$ cat config.mk
export PLATFORM = sky130hd
export DESIGN_NAME = flex_serial_crc_flat
export DESIGN_NICKNAME = d
export VERILOG_FILES = /design/src/rtl/flex_serial_crc_if.sv /design/src/rtl/flex_serial_crc.sv /design/src/flat_wrapper.sv
export SDC_FILE = /design/constraint.sdc
export NUM_CORES = 1
export LEC_CHECK = 0
export CAP_MARGIN = 20
export CORE_MARGIN = 1.5
export CORE_UTILIZATION = 50
export DETAILED_ROUTE_END_ITERATION = 8
export HOLD_SLACK_MARGIN = 0.03
export MAX_ROUTING_LAYER = met4
export PLACE_DENSITY_LB_ADDON = 0.2
export SLEW_MARGIN = 0
export SYNTH_ARGS = -nofsm -noshare
export SYNTH_HDL_FRONTEND = slang
export SYNTH_SLANG_ARGS = --single-unit
$ cat constraint.sdc
create_clock -name i_clk -period 3.4 [get_ports i_clk]
set_clock_uncertainty 0.15 [all_clocks]
set_input_delay 0.85 -clock i_clk [delete_from_list [all_inputs] [get_ports i_clk]]
set_output_delay 0.85 -clock i_clk [all_outputs]
set_load 0.01 [all_outputs]
$ cat src/rtl/flex_serial_crc_if.sv
// Frame-control and result bundle for flex_serial_crc.
// The master drives the bit stream and strobes; the slave returns the CRC status.
interface flex_serial_crc_if #(
    parameter int CRC_WIDTH = 16,
    parameter int CNT_WIDTH = 16
);
    logic                 start;
    logic                 shift_enable;
    logic                 serial_in;
    logic                 eop;
    logic                 emit;
    logic [CRC_WIDTH-1:0] crc_value;
    logic                 crc_ok;
    logic [CNT_WIDTH-1:0] bit_count;
    logic                 serial_out;
    logic                 serial_out_valid;
    logic                 busy;
    logic                 done;

    modport master (
        output start, shift_enable, serial_in, eop, emit,
        input  crc_value, crc_ok, bit_count, serial_out, serial_out_valid, busy, done
    );

    modport slave (
        input  start, shift_enable, serial_in, eop, emit,
        output crc_value, crc_ok, bit_count, serial_out, serial_out_valid, busy, done
    );
endinterface

$ cat src/rtl/flex_serial_crc.sv
// Parametrised MSB-first bit-serial CRC: accumulates a frame, checks the residue
// at end of frame and can shift the complemented CRC back out.
module flex_serial_crc #(
    parameter int                   CRC_WIDTH = 16,
    parameter logic [CRC_WIDTH-1:0] POLY      = 16'h8005,
    parameter logic [CRC_WIDTH-1:0] INIT      = '1,
    parameter logic [CRC_WIDTH-1:0] XOR_OUT   = '1,
    parameter logic [CRC_WIDTH-1:0] RESIDUE   = 16'h800D,
    parameter int                   CNT_WIDTH = 16
) (
    input  logic              i_clk,
    input  logic              i_rst,
    flex_serial_crc_if.slave  bus
);
    localparam int IDX_W = $clog2(CRC_WIDTH);
    localparam logic [IDX_W-1:0] IDX_LAST = IDX_W'(CRC_WIDTH - 1);

    typedef enum logic [1:0] {IDLE, ACCUM, EMIT, DONE} state_t;

    state_t               r_state;
    logic [CRC_WIDTH-1:0] r_crc;
    logic [CNT_WIDTH-1:0] r_cnt;
    logic [IDX_W-1:0]     r_idx;
    logic                 r_ok;
    logic                 r_busy;
    logic                 r_done;

    logic                 w_fb;
    logic [CRC_WIDTH-1:0] w_crc_nxt;
    logic [CRC_WIDTH-1:0] w_crc_acc;
    logic [CRC_WIDTH-1:0] w_final;
    logic [IDX_W-1:0]     w_bit_sel;

    assign w_fb      = r_crc[CRC_WIDTH-1] ^ bus.serial_in;
    assign w_crc_nxt = {r_crc[CRC_WIDTH-2:0], 1'b0} ^ (w_fb ? POLY : '0);
    // Residue is judged on the register including a bit accepted alongside eop.
    assign w_crc_acc = bus.shift_enable ? w_crc_nxt : r_crc;
    assign w_final   = r_crc ^ XOR_OUT;
    assign w_bit_sel = IDX_LAST - r_idx;

    always_ff @(posedge i_clk) begin
        if (i_rst) begin
            r_state <= IDLE;
            r_crc   <= INIT;
            r_cnt   <= '0;
            r_idx   <= '0;
            r_ok    <= 1'b0;
            r_busy  <= 1'b0;
            r_done  <= 1'b0;
        end else begin
            r_done <= 1'b0;
            if (bus.start) begin
                r_state <= ACCUM;
                r_crc   <= INIT;
                r_cnt   <= '0;
                r_idx   <= '0;
                r_ok    <= 1'b0;
                r_busy  <= 1'b1;
            end else begin
                case (r_state)
                    ACCUM: begin
                        if (bus.shift_enable) begin
                            r_crc <= w_crc_nxt;
                            if (r_cnt != '1) r_cnt <= r_cnt + CNT_WIDTH'(1);
                        end
                        if (bus.eop) begin
                            r_ok <= (w_crc_acc == RESIDUE);
                            if (bus.emit) begin
                                r_state <= EMIT;
                            end else begin
                                r_state <= DONE;
                                r_busy  <= 1'b0;
                                r_done  <= 1'b1;
                            end
                        end
                    end
                    EMIT: begin
                        if (bus.shift_enable) begin
                            if (r_idx == IDX_LAST) begin
                                r_state <= DONE;
                                r_busy  <= 1'b0;
                                r_done  <= 1'b1;
                            end else begin
                                r_idx <= r_idx + IDX_W'(1);
                            end
                        end
                    end
                    default: ;
                endcase
            end
        end
    end

    assign bus.crc_value        = w_final;
    assign bus.crc_ok           = r_ok;
    assign bus.bit_count        = r_cnt;
    assign bus.serial_out_valid = (r_state == EMIT);
    assign bus.serial_out       = (r_state == EMIT) ? w_final[w_bit_sel] : 1'b0;
    assign bus.busy             = r_busy;
    assign bus.done             = r_done;
endmodule
$ cat src/flat_wrapper.sv
// flat-port wrapper written by rule: the top's interface ports become plain ports
module flex_serial_crc_flat 
#(
    parameter int                   CRC_WIDTH = 16,
    parameter logic [CRC_WIDTH-1:0] POLY      = 16'h8005,
    parameter logic [CRC_WIDTH-1:0] INIT      = '1,
    parameter logic [CRC_WIDTH-1:0] XOR_OUT   = '1,
    parameter logic [CRC_WIDTH-1:0] RESIDUE   = 16'h800D,
    parameter int                   CNT_WIDTH = 16
)
  (i_clk, i_rst, bus_start, bus_shift_enable, bus_serial_in, bus_eop, bus_emit, bus_crc_value, bus_crc_ok, bus_bit_count, bus_serial_out, bus_serial_out_valid, bus_busy, bus_done);
  flex_serial_crc_if #(.CRC_WIDTH(CRC_WIDTH), .CNT_WIDTH(CNT_WIDTH)) bus_i ();
  input  logic i_clk;
  input  logic i_rst;
  input wire logic [$bits(bus_i.start)-1:0] bus_start;
  input wire logic [$bits(bus_i.shift_enable)-1:0] bus_shift_enable;
  input wire logic [$bits(bus_i.serial_in)-1:0] bus_serial_in;
  input wire logic [$bits(bus_i.eop)-1:0] bus_eop;
  input wire logic [$bits(bus_i.emit)-1:0] bus_emit;
  output wire logic [$bits(bus_i.crc_value)-1:0] bus_crc_value;
  output wire logic [$bits(bus_i.crc_ok)-1:0] bus_crc_ok;
  output wire logic [$bits(bus_i.bit_count)-1:0] bus_bit_count;
  output wire logic [$bits(bus_i.serial_out)-1:0] bus_serial_out;
  output wire logic [$bits(bus_i.serial_out_valid)-1:0] bus_serial_out_valid;
  output wire logic [$bits(bus_i.busy)-1:0] bus_busy;
  output wire logic [$bits(bus_i.done)-1:0] bus_done;
  assign bus_i.start = bus_start;
  assign bus_i.shift_enable = bus_shift_enable;
  assign bus_i.serial_in = bus_serial_in;
  assign bus_i.eop = bus_eop;
  assign bus_i.emit = bus_emit;
  assign bus_crc_value = bus_i.crc_value;
  assign bus_crc_ok = bus_i.crc_ok;
  assign bus_bit_count = bus_i.bit_count;
  assign bus_serial_out = bus_i.serial_out;
  assign bus_serial_out_valid = bus_i.serial_out_valid;
  assign bus_busy = bus_i.busy;
  assign bus_done = bus_i.done;
  flex_serial_crc #(.CRC_WIDTH(CRC_WIDTH), .POLY(POLY), .INIT(INIT), .XOR_OUT(XOR_OUT), .RESIDUE(RESIDUE), .CNT_WIDTH(CNT_WIDTH)) u_core (.i_clk(i_clk), .i_rst(i_rst), .bus(bus_i));
endmodule
==> metrics.csv <==
metric,value,unit
number of failing setup endpoints in the final timing report,0,
Rows,23,
Max Slew Vio Count,0,
Final Critical Period,3.20,ns
internal reg-to-reg setup slack,1.24,ns
number of flops mapped to enable cells by yosys,0,
core area,4060,µm²
sequential share of power,49.5,%
detailed-route DRC error count,0,
number of H-tree branching levels,2,
CTS Buffer Depth,2,
largest net degree at the start of global routing,32,
warnings from Yosys,0,
total grt overflow,0,
largest driver fanout on the critical path,7,
pwr dens,371,nW/µm²
flop and latch count out of synthesis,41,
average via count per standard cell,5.69,
worst setup slack after layout,0.200,ns
Port Buf Inserts,43,
aggregate negative setup slack,0,ns
number of buffers created by CTS,5,
hold crit path type,register to register,
worst ir drop on vdd,0.000287,V
most used flip-flop cell after synthesis,dfxtp_1,
CTS tree,done,
final hold vios,0,
Worst Path Required,2.40,ns
"Clk Latency, worst-skew pair",0.29,ns
endpoint type of the worst setup path,output port,
fraction of synthesis flops using an asynchronous set or reset pin,0,%
proportion of total power due to net switching,23.5,%
count of boundary I/O pins,44,
post-route clock period utilization,94.1,%
"wirelength, routed",4920,µm
crit path DAT,2.20,ns
Starting Density,53.1,%
horizontal die dimension,68.6,µm
initial detailed-routing violation count,181,
root cell of the clock tree,clkbuf_8,
area added between synthesis and finish,26.6,%
Worst-Margin Slew,0.397,ns
DIE AREA,4710,µm²
maximum operating frequency,0.313,GHz
leakage component of the power,0.991,nW
internal power summed over all cells,0.000774,W
Post-Synthesis Cell Area,2150,µm²
GR Util All Layers,23.0,%
Worst path slowest cell,mux4_2,
largest stage delay on the critical path,0.54,ns
RR Startpoint,u_core.r_state[0],
final total power,0.00101,W
post-route ant nets,0,
number of distinct standard cells referenced by the synthesized netlist,48,
launching element type of the critical path,register,
post-synthesis instance total,256,
total net switching power,0.000238,W
ANT cells,0,
Mapped Nets,267,
setup fix buffers added after clock tree synthesis,0,
fin util,67.2,%
post-synthesis average cell area,8.41,µm²
first-pass GRT wire length,7940,µm
worst r2r dst,u_core.bus.bit_count[4],
type of the setup path with the least slack,register to output port,
launch point of the worst path,u_core.r_idx[0],
number of gates resized after cts,0,
overall die height,68.6,µm
cell chain of the critical path,"mux4_2, mux2i_1, o2111a_1, clkdlybuf4s50_1",
placement-stage worst setup slack,0.477,ns
Max Cap Viol,0,
detailed placement HPWL,3570,µm
status,"complete, no violations",
number of cell instances on the worst register-to-register path,6,
end point of the most critical hold path,u_core.bus.busy,
number of nets at the end of the flow,308,
"Clk pin slew, worst setup/hold paths",0.08,ns
antenna violations before repair,0,
count of cells along the worst hold path,2,
tightest slew margin relative to the limit,73.3,%
total iterations of the first detailed-routing run,4,
number of inserted filler cells in the final layout,348,
via count,1980,
vias in the first global route,1729,
sequential element share of the synthesized area,38.1,%
RSZ-0062 raised after global routing,no,
Clock Power Share,40.8,%
number of clock sinks,41,
start point of the worst hold path,u_core.bus.busy,
gpl congestion,0.884,
layout cells sized above 1,8.39,%
post-detailed-route wirelength per cell,14.1,µm
Post-CTS Hold Buffers,0,
combinational share of power,9.7,%
[how the worst max path moves through the flow]
stage | cells past startpoint | to
2_1_floorplan | 4 | bus_serial_out
3_3_place_gp | 4 | bus_serial_out
3_5_place_dp | 6 | u_core.bus.bit_count[4]
4_1_cts | 4 | bus_serial_out
5_1_grt | 4 | bus_serial_out
6_report | 4 | bus_serial_out
[cells by family (layout without fill, tap and decap cells)]
group / after synthesis / in the layout / share of synthesized area, %
compound gates: 64 / 64 / 19.1
buf+inv: 35 / 77 / 7.32
fa+ha+maj: 4 / 4 / 2.32
flops: 41 / 41 / 38.1
mux: 6 / 6 / 5.11
xor+xnor: 7 / 7 / 2.85
simple gates: 99 / 99 / 25.2
[registers in the layout, summed over array words and instances (netlist names)]
name,flops
u_core.r_idx,4
u_core.r_crc,16
u_core.r_state,2
u_core.bus.done,1
u_core.bus.bit_count,16
u_core.bus.crc_ok,1
u_core.bus.busy,1
[routing by layer]
metal,vias up,share of wire (%),track usage (%)
met2,46,45,33.2
met3,4,4.7,5.03
met5,-,0,-
li1,1014,-,-
met1,916,49,32.3
met4,0,0.75,6.25
[layout make-up]
class                      instances  area, µm²  area share [%]
multi-input combinational        180       1170            43.1
timing repair buffer              48        468            17.2
tap                               50       62.6            2.30
inverter                          21       78.8            2.89
clock inverter                     2       37.5            1.38
sequential                        41        821            30.1
clock buffer                       6       82.6            3.03
[power groups by stage]
stage               clock [W]  combinational [W]  sequential (W)
floorplan                   0          0.0000632        0.000508
global placement            0          0.0000963        0.000511
detailed placement          0          0.0000977        0.000511
CTS                  0.000421          0.0000982        0.000500
global route         0.000438           0.000108        0.000502
finish               0.000413          0.0000980        0.000500
[synthesized netlist by cell type (3+ instances only)]
| master | number | area (µm²) |
|---|---|---|
| mux4_2 | 4 | 90.1 |
| nor2_1 | 8 | 30.0 |
| a21oi_1 | 17 | 85.1 |
| o21a_1 | 3 | 22.5 |
| o21ai_0 | 13 | 65.1 |
| clkbuf_1 | 8 | 30.0 |
| nor3b_1 | 4 | 30.0 |
| nand4_1 | 7 | 43.8 |
| xnor2_1 | 5 | 43.8 |
| dfxtp_1 | 41 | 821 |
| inv_1 | 21 | 78.8 |
| or4_1 | 6 | 45.0 |
| buf_2 | 3 | 15.0 |
| nor3_1 | 3 | 15.0 |
| nand2_1 | 33 | 124 |
| ha_1 | 4 | 50.1 |
| nand3_1 | 10 | 50.1 |
| o31ai_1 | 4 | 30.0 |
| nor4_1 | 4 | 25.0 |
| o211ai_1 | 17 | 128 |
| or3_1 | 8 | 50.1 |
[layout by cell type (no fill, tap or decap), types with 5 or more instances in the layout]
cell type and count:
o21ai_0 13, inv_1 21, buf_4 5, a21oi_1 17
nand3_1 10, or3_1 8, o211ai_1 17, nor2_1 8
nand2_1 33, clkbuf_8 6, or4_1 6, nand4_1 7
dfxtp_1 41, xnor2_1 5, clkdlybuf4s50_1 43
[stage by stage]
stage | hold slack, ns | instance area (µm²) | cells
floorplan | 0.300 | 2150 | 256
global placement | 0.324 | 2610 | 340
detailed placement | 0.328 | 2610 | 340
CTS | 0.339 | 2730 | 348
global route | 0.373 | 2730 | 348
finish | 0.332 | 2730 | 348
[critical path: cells and delay by family (launching register included)]
family	cells	cell delay, ns
flops	1	0.52
mux	2	0.68
compound gates	1	0.18
buf+inv	1	0.52
Note: power is estimated with default switching activity, not from simulation.
